==> src/rtl/alu_pkg.sv <==
// Shared opcode and state encodings for the sequential ALU.
package alu_pkg;

    // Single-cycle opcodes
    localparam logic [3:0] OP_ADD   = 4'b0000;
    localparam logic [3:0] OP_SUB   = 4'b0001;
    localparam logic [3:0] OP_AND   = 4'b0010;
    localparam logic [3:0] OP_OR    = 4'b0011;
    localparam logic [3:0] OP_SLTU  = 4'b0100;
    localparam logic [3:0] OP_SLT   = 4'b0101;
    localparam logic [3:0] OP_XOR   = 4'b0110;

    // Iterative opcodes; the low two bits select the muldiv operation
    localparam logic [3:0] OP_MUL   = 4'b1000;
    localparam logic [3:0] OP_MULHU = 4'b1001;
    localparam logic [3:0] OP_DIVU  = 4'b1010;
    localparam logic [3:0] OP_REMU  = 4'b1011;

    // Handshake FSM states
    localparam logic [1:0] ST_IDLE  = 2'd0;
    localparam logic [1:0] ST_CALC  = 2'd1;
    localparam logic [1:0] ST_DONE  = 2'd2;

    function automatic logic is_iterative(input logic [3:0] op);
        return op[3:2] == 2'b10;
    endfunction

endpackage

==> src/rtl/iter_muldiv.sv <==
// Iterative unsigned multiply (shift-add) and divide (restoring), one step per cycle.
// op: 00 MUL low, 01 MULHU high, 10 DIVU quotient, 11 REMU remainder.
module iter_muldiv
    import alu_pkg::*;
#(
    parameter int W = 32
) (
    input  logic         clk,
    input  logic         rst_n,
    input  logic         start,
    input  logic [1:0]   op,
    input  logic [W-1:0] a,
    input  logic [W-1:0] b,
    output logic         busy,
    output logic         done,
    output logic [W-1:0] res
);

    localparam int CW = $clog2(W + 1);

    // hi holds the product high half / partial remainder,
    // lo holds the multiplier-then-product low half / dividend-then-quotient.
    logic [W-1:0]  hi_q, hi_d;
    logic [W-1:0]  lo_q, lo_d;
    logic [W-1:0]  b_q, b_d;
    logic [1:0]    op_q, op_d;
    logic [CW-1:0] cnt_q, cnt_d;

    logic [W:0]    sum;
    logic [W:0]    shifted;
    logic          ge;
    logic [W-1:0]  diff;
    logic [W-1:0]  hi_step;
    logic [W-1:0]  lo_step;

    assign busy = (cnt_q != '0);
    assign done = (cnt_q == CW'(1));
    // The final step's value is exposed so the top can capture it on the same edge
    assign res  = op_q[0] ? hi_step : lo_step;

    // One iteration step and operand load on start
    always_comb begin
        hi_d  = hi_q;
        lo_d  = lo_q;
        b_d   = b_q;
        op_d  = op_q;
        cnt_d = cnt_q;

        sum     = {1'b0, hi_q} + (lo_q[0] ? {1'b0, b_q} : '0);
        shifted = {hi_q, lo_q[W-1]};
        ge      = (shifted >= {1'b0, b_q});
        // When ge holds the true difference fits in W bits; with b == 0 the
        // low W bits are exactly the shifted remainder, yielding REMU = a.
        diff    = shifted[W-1:0] - b_q;

        if (op_q[1]) begin
            hi_step = ge ? diff : shifted[W-1:0];
            lo_step = {lo_q[W-2:0], ge};
        end else begin
            hi_step = sum[W:1];
            lo_step = {sum[0], lo_q[W-1:1]};
        end

        if (start) begin
            hi_d  = '0;
            lo_d  = a;
            b_d   = b;
            op_d  = op;
            cnt_d = CW'(W);
        end else if (busy) begin
            hi_d  = hi_step;
            lo_d  = lo_step;
            cnt_d = cnt_q - CW'(1);
        end
    end

    // Iteration registers
    always_ff @(posedge clk or negedge rst_n) begin
        if (!rst_n) begin
            hi_q  <= '0;
            lo_q  <= '0;
            b_q   <= '0;
            op_q  <= '0;
            cnt_q <= '0;
        end else begin
            hi_q  <= hi_d;
            lo_q  <= lo_d;
            b_q   <= b_d;
            op_q  <= op_d;
            cnt_q <= cnt_d;
        end
    end

endmodule

==> src/rtl/seq_alu.sv <==
// Multi-cycle ALU: single-cycle ops plus iterative MUL/MULHU/DIVU/REMU behind valid/ready.
module seq_alu
    import alu_pkg::*;
#(
    parameter int W = 32
) (
    input  logic         clk,
    input  logic         rst_n,
    input  logic         in_valid,
    output logic         in_ready,
    input  logic [3:0]   AluOpcode,
    input  logic [W-1:0] InputA,
    input  logic [W-1:0] InputB,
    output logic         out_valid,
    input  logic         out_ready,
    output logic [W-1:0] Result,
    output logic         ZeroFlag,
    output logic         NegFlag,
    output logic         IllegalOp
);

    logic [1:0]   state_q, state_d;
    logic [W-1:0] result_q, result_d;
    logic         zero_q, zero_d;
    logic         neg_q, neg_d;
    logic         illegal_q, illegal_d;

    logic         accept;
    logic         iter_op;
    logic         iter_start;
    logic         iter_busy;
    logic         iter_done;
    logic [W-1:0] iter_res;
    logic [W-1:0] alu_res;
    logic         alu_illegal;
    logic         load;
    logic [W-1:0] load_val;
    logic         load_ill;

    assign in_ready   = (state_q == ST_IDLE) || ((state_q == ST_DONE) && out_ready);
    assign accept     = in_valid && in_ready;
    assign iter_op    = is_iterative(AluOpcode);
    assign iter_start = accept && iter_op;

    assign out_valid  = (state_q == ST_DONE);
    assign Result     = result_q;
    assign ZeroFlag   = zero_q;
    assign NegFlag    = neg_q;
    assign IllegalOp  = illegal_q;

    iter_muldiv #(.W(W)) u_muldiv (
        .clk   (clk),
        .rst_n (rst_n),
        .start (iter_start),
        .op    (AluOpcode[1:0]),
        .a     (InputA),
        .b     (InputB),
        .busy  (iter_busy),
        .done  (iter_done),
        .res   (iter_res)
    );

    // Single-cycle datapath on the incoming operands
    always_comb begin
        alu_res     = '0;
        alu_illegal = 1'b0;
        case (AluOpcode)
            OP_ADD:  alu_res = InputA + InputB;
            OP_SUB:  alu_res = InputA - InputB;
            OP_AND:  alu_res = InputA & InputB;
            OP_OR:   alu_res = InputA | InputB;
            OP_SLTU: alu_res = W'(InputA < InputB);
            OP_SLT:  alu_res = W'($signed(InputA) < $signed(InputB));
            OP_XOR:  alu_res = InputA ^ InputB;
            default: alu_illegal = 1'b1;
        endcase
    end

    // Handshake FSM; result and flags change only on entry to DONE
    always_comb begin
        state_d  = state_q;
        load     = 1'b0;
        load_val = alu_res;
        load_ill = alu_illegal;

        case (state_q)
            ST_IDLE: begin
                if (accept) begin
                    state_d = iter_op ? ST_CALC : ST_DONE;
                    load    = !iter_op;
                end
            end
            ST_CALC: begin
                if (iter_done) begin
                    state_d  = ST_DONE;
                    load     = 1'b1;
                    load_val = iter_res;
                    load_ill = 1'b0;
                end
            end
            ST_DONE: begin
                if (out_ready) begin
                    if (accept) begin
                        state_d = iter_op ? ST_CALC : ST_DONE;
                        load    = !iter_op;
                    end else begin
                        state_d = ST_IDLE;
                    end
                end
            end
            default: state_d = ST_IDLE;
        endcase

        result_d  = load ? load_val : result_q;
        zero_d    = load ? (load_val == '0) : zero_q;
        neg_d     = load ? load_val[W-1] : neg_q;
        illegal_d = load ? load_ill : illegal_q;
    end

    // State and output registers
    always_ff @(posedge clk or negedge rst_n) begin
        if (!rst_n) begin
            state_q   <= ST_IDLE;
            result_q  <= '0;
            zero_q    <= 1'b0;
            neg_q     <= 1'b0;
            illegal_q <= 1'b0;
        end else begin
            state_q   <= state_d;
            result_q  <= result_d;
            zero_q    <= zero_d;
            neg_q     <= neg_d;
            illegal_q <= illegal_d;
        end
    end

    // The iteration counter must be running whenever the FSM sits in CALC
    calc_implies_busy: assert property (@(posedge clk) disable iff (!rst_n)
        (state_q == ST_CALC) |-> iter_busy);

endmodule

==> config.mk <==
export PLATFORM = sky130hd
export DESIGN_NAME = seq_alu
export DESIGN_NICKNAME = d
export VERILOG_FILES = /design/src/rtl/alu_pkg.sv /design/src/rtl/iter_muldiv.sv /design/src/rtl/seq_alu.sv
export SDC_FILE = /design/constraint.sdc
export NUM_CORES = 1
export LEC_CHECK = 0
export ABC_AREA = 0
export CORE_MARGIN = 5
export CORE_UTILIZATION = 30
export DETAILED_ROUTE_END_ITERATION = 16
export SETUP_SLACK_MARGIN = 0.05
export SLEW_MARGIN = 20
export SYNTH_ARGS = -nofsm -noshare
export SYNTH_HDL_FRONTEND = slang
export SYNTH_SLANG_ARGS = --single-unit
==> constraint.sdc <==
create_clock -name clk -period 4.7 [get_ports clk]
set_input_delay 0.94 -clock clk [delete_from_list [all_inputs] [get_ports clk]]
set_output_delay 0.94 -clock clk [all_outputs]
set_load 0.005 [all_outputs]
* Word-level counts from Yosys, hierarchy flattened
Index checks and enable logic that the tools add are counted.
** Word-level totals
- Register bits after elaboration :: 141
- Bits in latches :: 0
- Bits in writable memories :: 0
- Bits in read-only memories :: 0
- Bits of input ports :: 72
- Memories :: 0
** Operators by class
- Add/subtract/negate cells :: 5
- Multiply operators :: 0
- Div/mod/pow operators :: 0
- Order comparisons :: 3
- Eq/ne operators :: 13
- Shift operators :: 0
- Multiplexer cells :: 27
- Bitwise operators :: 3
- Reductions and logical operators :: 12
** Operators by type and width (number)
- $mux 32 :: 11
- $pmux 32 s7 :: 1
- $lt 32x32->1 :: 2
- $sub 32x32->32 :: 2
- $add 32x33->33 :: 1
- $ge 33x32->1 :: 1
- $add 32x32->32 :: 1
- $and 32x32->32 :: 1
- $logic_not 32->1 :: 1
- $or 32x32->32 :: 1
- $xor 32x32->32 :: 1
- $eq 4x3->1 const B :: 3
- $mux 6 :: 2
- $mux 2 :: 5
- $eq 4x2->1 const B :: 2
- $reduce_or 7->1 :: 1
- $eq 6x1->1 const B :: 1
- $mux 1 :: 6
- $pmux 2 s3 :: 1
- $reduce_bool 6->1 :: 1
- $sub 6x1->6 const B :: 1
- $eq 2x2->1 const B :: 2
- $eq 4x1->1 const B :: 1
- $logic_not 4->1 :: 1
- other kinds (10) :: 13

* Depth between registers and ports, before layout
- Word-level depth :: 7
- Mapped depth :: 18

* By module
A second synthesis with hierarchy kept.
** Unflattened totals
- Cell total of the unflattened synthesis :: 2375
- Area, all modules :: 17579.4 µm²
** By module, submodules not included
- iter_muldiv :: instances 1, cells an instance 1266, area each 9755.6 µm², seq. area each 2602.5 µm²
- seq_alu :: instances 1, cells an instance 1109, area each 7823.8 µm², seq. area each 900.9 µm²

* Worst setup path after synthesis
No wires, ideal clock.
- Path type :: input to register
- Start :: in InputA[8]
- End :: reg zero_q, in the netlist ZeroFlag
- Library setup time :: 66 ps
- Data arrival time :: 4333 ps
- Slack :: 301 ps
- Stages on the path :: 16
- Path buffers :: 1
- Cells stage by stage :: inv_1 ha_1 clkbuf_1 or3_1 or4_1 a21oi_1 o211ai_1 a21oi_1 o211a_1 a2111o_1 a21oi_1 mux2i_1 or3b_1 nor4_1 and4b_1 a32o_2
** Between the ends
- Word-level cells in the longest chain between the ends :: 5
- Elaborated cells between the ends (all ways) :: 11
- Classes of those cells :: add/sub: 2; order compare: 2; mux: 3; bitwise: 3; reduce/logical: 1
** RTL lines
- start: declaration :: RTL line seq_alu.sv:12 : input logic [W-1:0] InputA,
- $sub 32x32->32, or another cell as far along :: RTL line seq_alu.sv:69 : OP_SUB: alu_res = InputA - InputB;
- $pmux 32 s7 (*) :: RTL line seq_alu.sv:67 : case (AluOpcode)
- $mux 32 :: RTL line seq_alu.sv:94 : if (iter_done) begin
- $mux 32 (*) :: RTL line seq_alu.sv:86 : case (state_q)
- $logic_not 32->1 (*) :: RTL line seq_alu.sv:115 : zero_d = load ? (load_val == '0) : zero_q;
- end signal: assignment :: RTL line seq_alu.sv:131 : zero_q <= zero_d;
- end: declaration :: RTL line seq_alu.sv:24 : logic zero_q, zero_d;
Mark *: on every way between the ends. The rest lies on a longest branch, timed or not.
A chain may end at the register's enable or synchronous reset.

* Worst setup path in the final report
- Start :: in InputB[0]
- End :: reg zero_q, in the netlist ZeroFlag
** Between the ends
- Word-level cells in the longest chain between the ends :: 5
- Elaborated cells between the ends (all ways) :: 11
- Classes of those cells :: add/sub: 2; order compare: 2; mux: 3; bitwise: 3; reduce/logical: 1
** RTL lines
- start: declaration :: RTL line seq_alu.sv:13 : input logic [W-1:0] InputB,
- $sub 32x32->32, or another cell as far along :: RTL line seq_alu.sv:69
- $pmux 32 s7 (*) :: RTL line seq_alu.sv:67
- $mux 32 :: RTL line seq_alu.sv:94
- $mux 32 (*) :: RTL line seq_alu.sv:86
- $logic_not 32->1 (*) :: RTL line seq_alu.sv:115
Marked as above.

==> impl_metrics.toml <==
[run_status]
status = "complete, no violations"

[cells_and_area]
final_cell_mix = "400 x buf_4, 212 x nand2_1, 185 x a21oi_1"
drive_gt1_share_pct = 21.38
fin_area_sq_um = 21750
final_util_pct = 40.42
layout.nets = 2805
final_common_cell = "buf_4"
syn_to_final_growth_pct = 33.37
diodes = 0
fin_cells = 3259

[setup_path]
path_max_fanout = 3
worst_ep_required_time_ns = 5.09
worstPathCellList = "clkdlybuf4s50_1 -> ha_2 -> fa_2 -> a211oi_2 -> buf_4 -> o211ai_1 -> o2111a_2 -> buf_4 -> nor3b_1 -> o31a_1 -> a21oi_1 -> xnor2_1 -> a21boi_1 -> o221ai_1 -> nor4_4 -> nand4_1 -> and4bb_1 -> a32o_2"
critPathLaunchType = "input pin"
cpPeakStageDelay_ns = 0.47
critPathKind = "in -> reg"
critPathTopFamily = "compound AO/OA/AOI/OAI gates"
cp.buffers_inverters = 3
end_kind = "register"
critPathSlowestCell = "clkdlybuf4s50_1"
arrival_ns = 4.95
critPathMostFrequentCell = "buf_4"

[clock_network]
cts_tree = "done"
cts.clk_slew.worst_paths_ns = 0.07
cts_root_buf = "clkbuf_16"
ctsHoldBuffers = 0
clock-sinks = 140
cts_max_path_buffers = 2
cts_buffers = 17
clk_latency_ns = 0.46
ctsHtreeMaxLevel = 4

[synth]
synth_area_leader_cell = "dfrtp_1"
syn-num-nets = 2423
yosysSeqAreaShare_pct = 21.48
async_reset_ff_share_pct = 100.0
netlist.area_leader.share_pct = 21.48
ys.flop_type = "dfrtp_1"
synth-seq-cells = 140
synth_edf_count = 0
syn_avg_cell_area_sq_um = 7.522
synth_area_leaders = "dfrtp_1 21%, ha_1 14%, a21oi_1 6.0%, o21ai_0 5.3%, nand2_1 4.9%"
netlist_instances = 2168
netlist_area_sq_um = 16310
synth_cell_types = 89
yosys_warnings = 0

[placement]
dp.cells = 3215
io_buffers = 108
place_area_sq_um = 20650
place_hpwl_microns = 53590
routabilityCongestion = 0.9578

[routing]
firstDrtPassIters = 7
vias_per_cell = 5.456
ant_nets = 0
wl_per_cell_microns = 20.39
num_vias = 17780
drcViolationCount = 0
first_iter_violations = 1481
wl_microns = 66440

[global_route]
grt.overflow.total = 0
grt_first_pass_wirelength_microns = 101300
antenna_found_initial = 1
grt_max_degree = 133
gr-usage-all-layers_pct = 21.54
grt_pass1_vias = 17440

[power]
p_sw_w = 0.006973
p_leak_nw = 9.961
pwr-share-comb_pct = 73.0
irDropWorstVdd_mv = 0.2970
seqPwrFrac_pct = 16.6
p_per_area_nw_per_um2 = 650.1
swShare_pct = 49.31
pwr-share-clk_pct = 10.4
p_int_w = 0.007168

[die]
core_area_sq_um = 53810
die_h_microns = 243.2
io_pins = 109
row_count = 85
initial_core_util_pct = 30.30
dieArea_sq_um = 59120
die_x_microns = 243.2

[sta]
worst_slew_pin_slew_ns = 0.9999
timing.final.crit_period_ns = 4.562
fmaxAchievable_mhz = 219.2
slew_viol_final = 0
fin_crit_sh_pct = 97.07
finalHoldViolations = 0
relSlewSlack_pct = 33.34
rsz0062_at_grt = "false"
skew_ns = 0.01724
setup_viol = 0
whs_ns = 0.4899

[hold_path]
hold_path_class = "reg -> reg"

[flow_run]
drv_cap = 0
==> synth_stat cells, drive strengths merged (7+ instances only) <==
cell    number
a211o       13
a211oi      50
a21o        29
a21oi      202
a221oi      22
a31oi       21
and2        43
and3        14
buf         33
clkbuf     115
dfrtp      140
ha         179
inv        145
mux2        19
mux2i       45
nand2      213
nand2b       9
nand3       45
nand4       24
nor2       187
nor2b       23
nor3        39
nor3b        9
nor4        15
o211ai      58
o21a        18
o21ai      179
o21bai      23
o221ai      13
o22ai       19
o31ai       20
or3          8
or4          7
xnor2       59
xor2        25
==> flip-flops by register name, summed over array words and instances (netlist names) <==
signal	cells
IllegalOp	1
Result	32
ZeroFlag	1
state_q	2
u_muldiv.b_q	32
u_muldiv.cnt_q	6
u_muldiv.hi_q	32
u_muldiv.lo_q	32
u_muldiv.op_q	2
==> cells by family (layout without fill, tap and decap cells) <==
kind of cell | count (synthesis) | after routing | synth area share [%]
adders and majority gates | 183 | 183 | 14.22
xor gates and xnor gates | 84 | 84 | 4.511
and+or+nand+nor | 660 | 660 | 19.07
muxes | 65 | 65 | 4.235
DFF | 140 | 140 | 21.48
AOI/OAI and AO/OA | 740 | 740 | 29.31
buffers and inverters | 296 | 691 | 7.166
==> power groups by stage <==
stage,registers (W),logic [W],clock network (W)
final,0.00235,0.0103,0.00147
after global routing,0.00241,0.0113,0.00154
after CTS,0.00233,0.0101,0.00149
after detailed placement,0.00235,0.00995,0
after global placement,0.00234,0.00987,0
after floorplan,0.00218,0.00644,0
==> stage by stage <==
step / setup slack (ns) / TNS (ns) / power (W)
after floorplan: 0.3012 / 0 / 0.008612
after global placement: -0.6582 / -3.055 / 0.01221
after detailed placement: -0.6392 / -3.468 / 0.01230
after CTS: 0.05100 / 0 / 0.01391
after global routing: 0.02456 / 0 / 0.01527
final: 0.1379 / 0 / 0.01414
==> cell type report <==
cell class              count  area (sq um)
multi-input cells        1732         12060
clock inverters            15         198.9
well taps                 696         870.8
fillers                  5557         32060
inverters                 148         555.5
repair buffers            511          4136
clock buffers              17         425.4
flip-flops and latches    140          3507
==> tightest hold or removal path: stages (launching register included) <==
cell     delay (ns)
dfrtp_1        0.35
nand2_1        0.05
o21ai_0        0.06
==> worst paths after layout <==
path                       cells after the start         startpoint  slack (ns)           endpoint
max                                           18          InputB[0]        0.14           ZeroFlag
min reg2reg                                    2         Result[10]        0.49         Result[10]
max in group asynchronous                      2              rst_n        3.15         Result[15]
min in group asynchronous                      1              rst_n        0.53  u_muldiv.cnt_q[2]
min                                            2         Result[10]        0.49         Result[10]
max reg2reg                                   18  u_muldiv.lo_q[31]        0.20           ZeroFlag
==> timing repair <==
item                                    in CTS  in global routing
pin swaps                                   10                 24
endpoints found under the setup margin       4                  6
cloned                                       0                  0
resized for setup                           26                 55
setup buffers                                4                  8
==> metal layers <==
metal	share of wire (%)	track usage, %
met5	0	0
met4	3.7	7.510
met2	45	34.31
met3	5.9	3.091
met1	46	29.92
No activity file was read; power rests on OpenSTA's default activity.
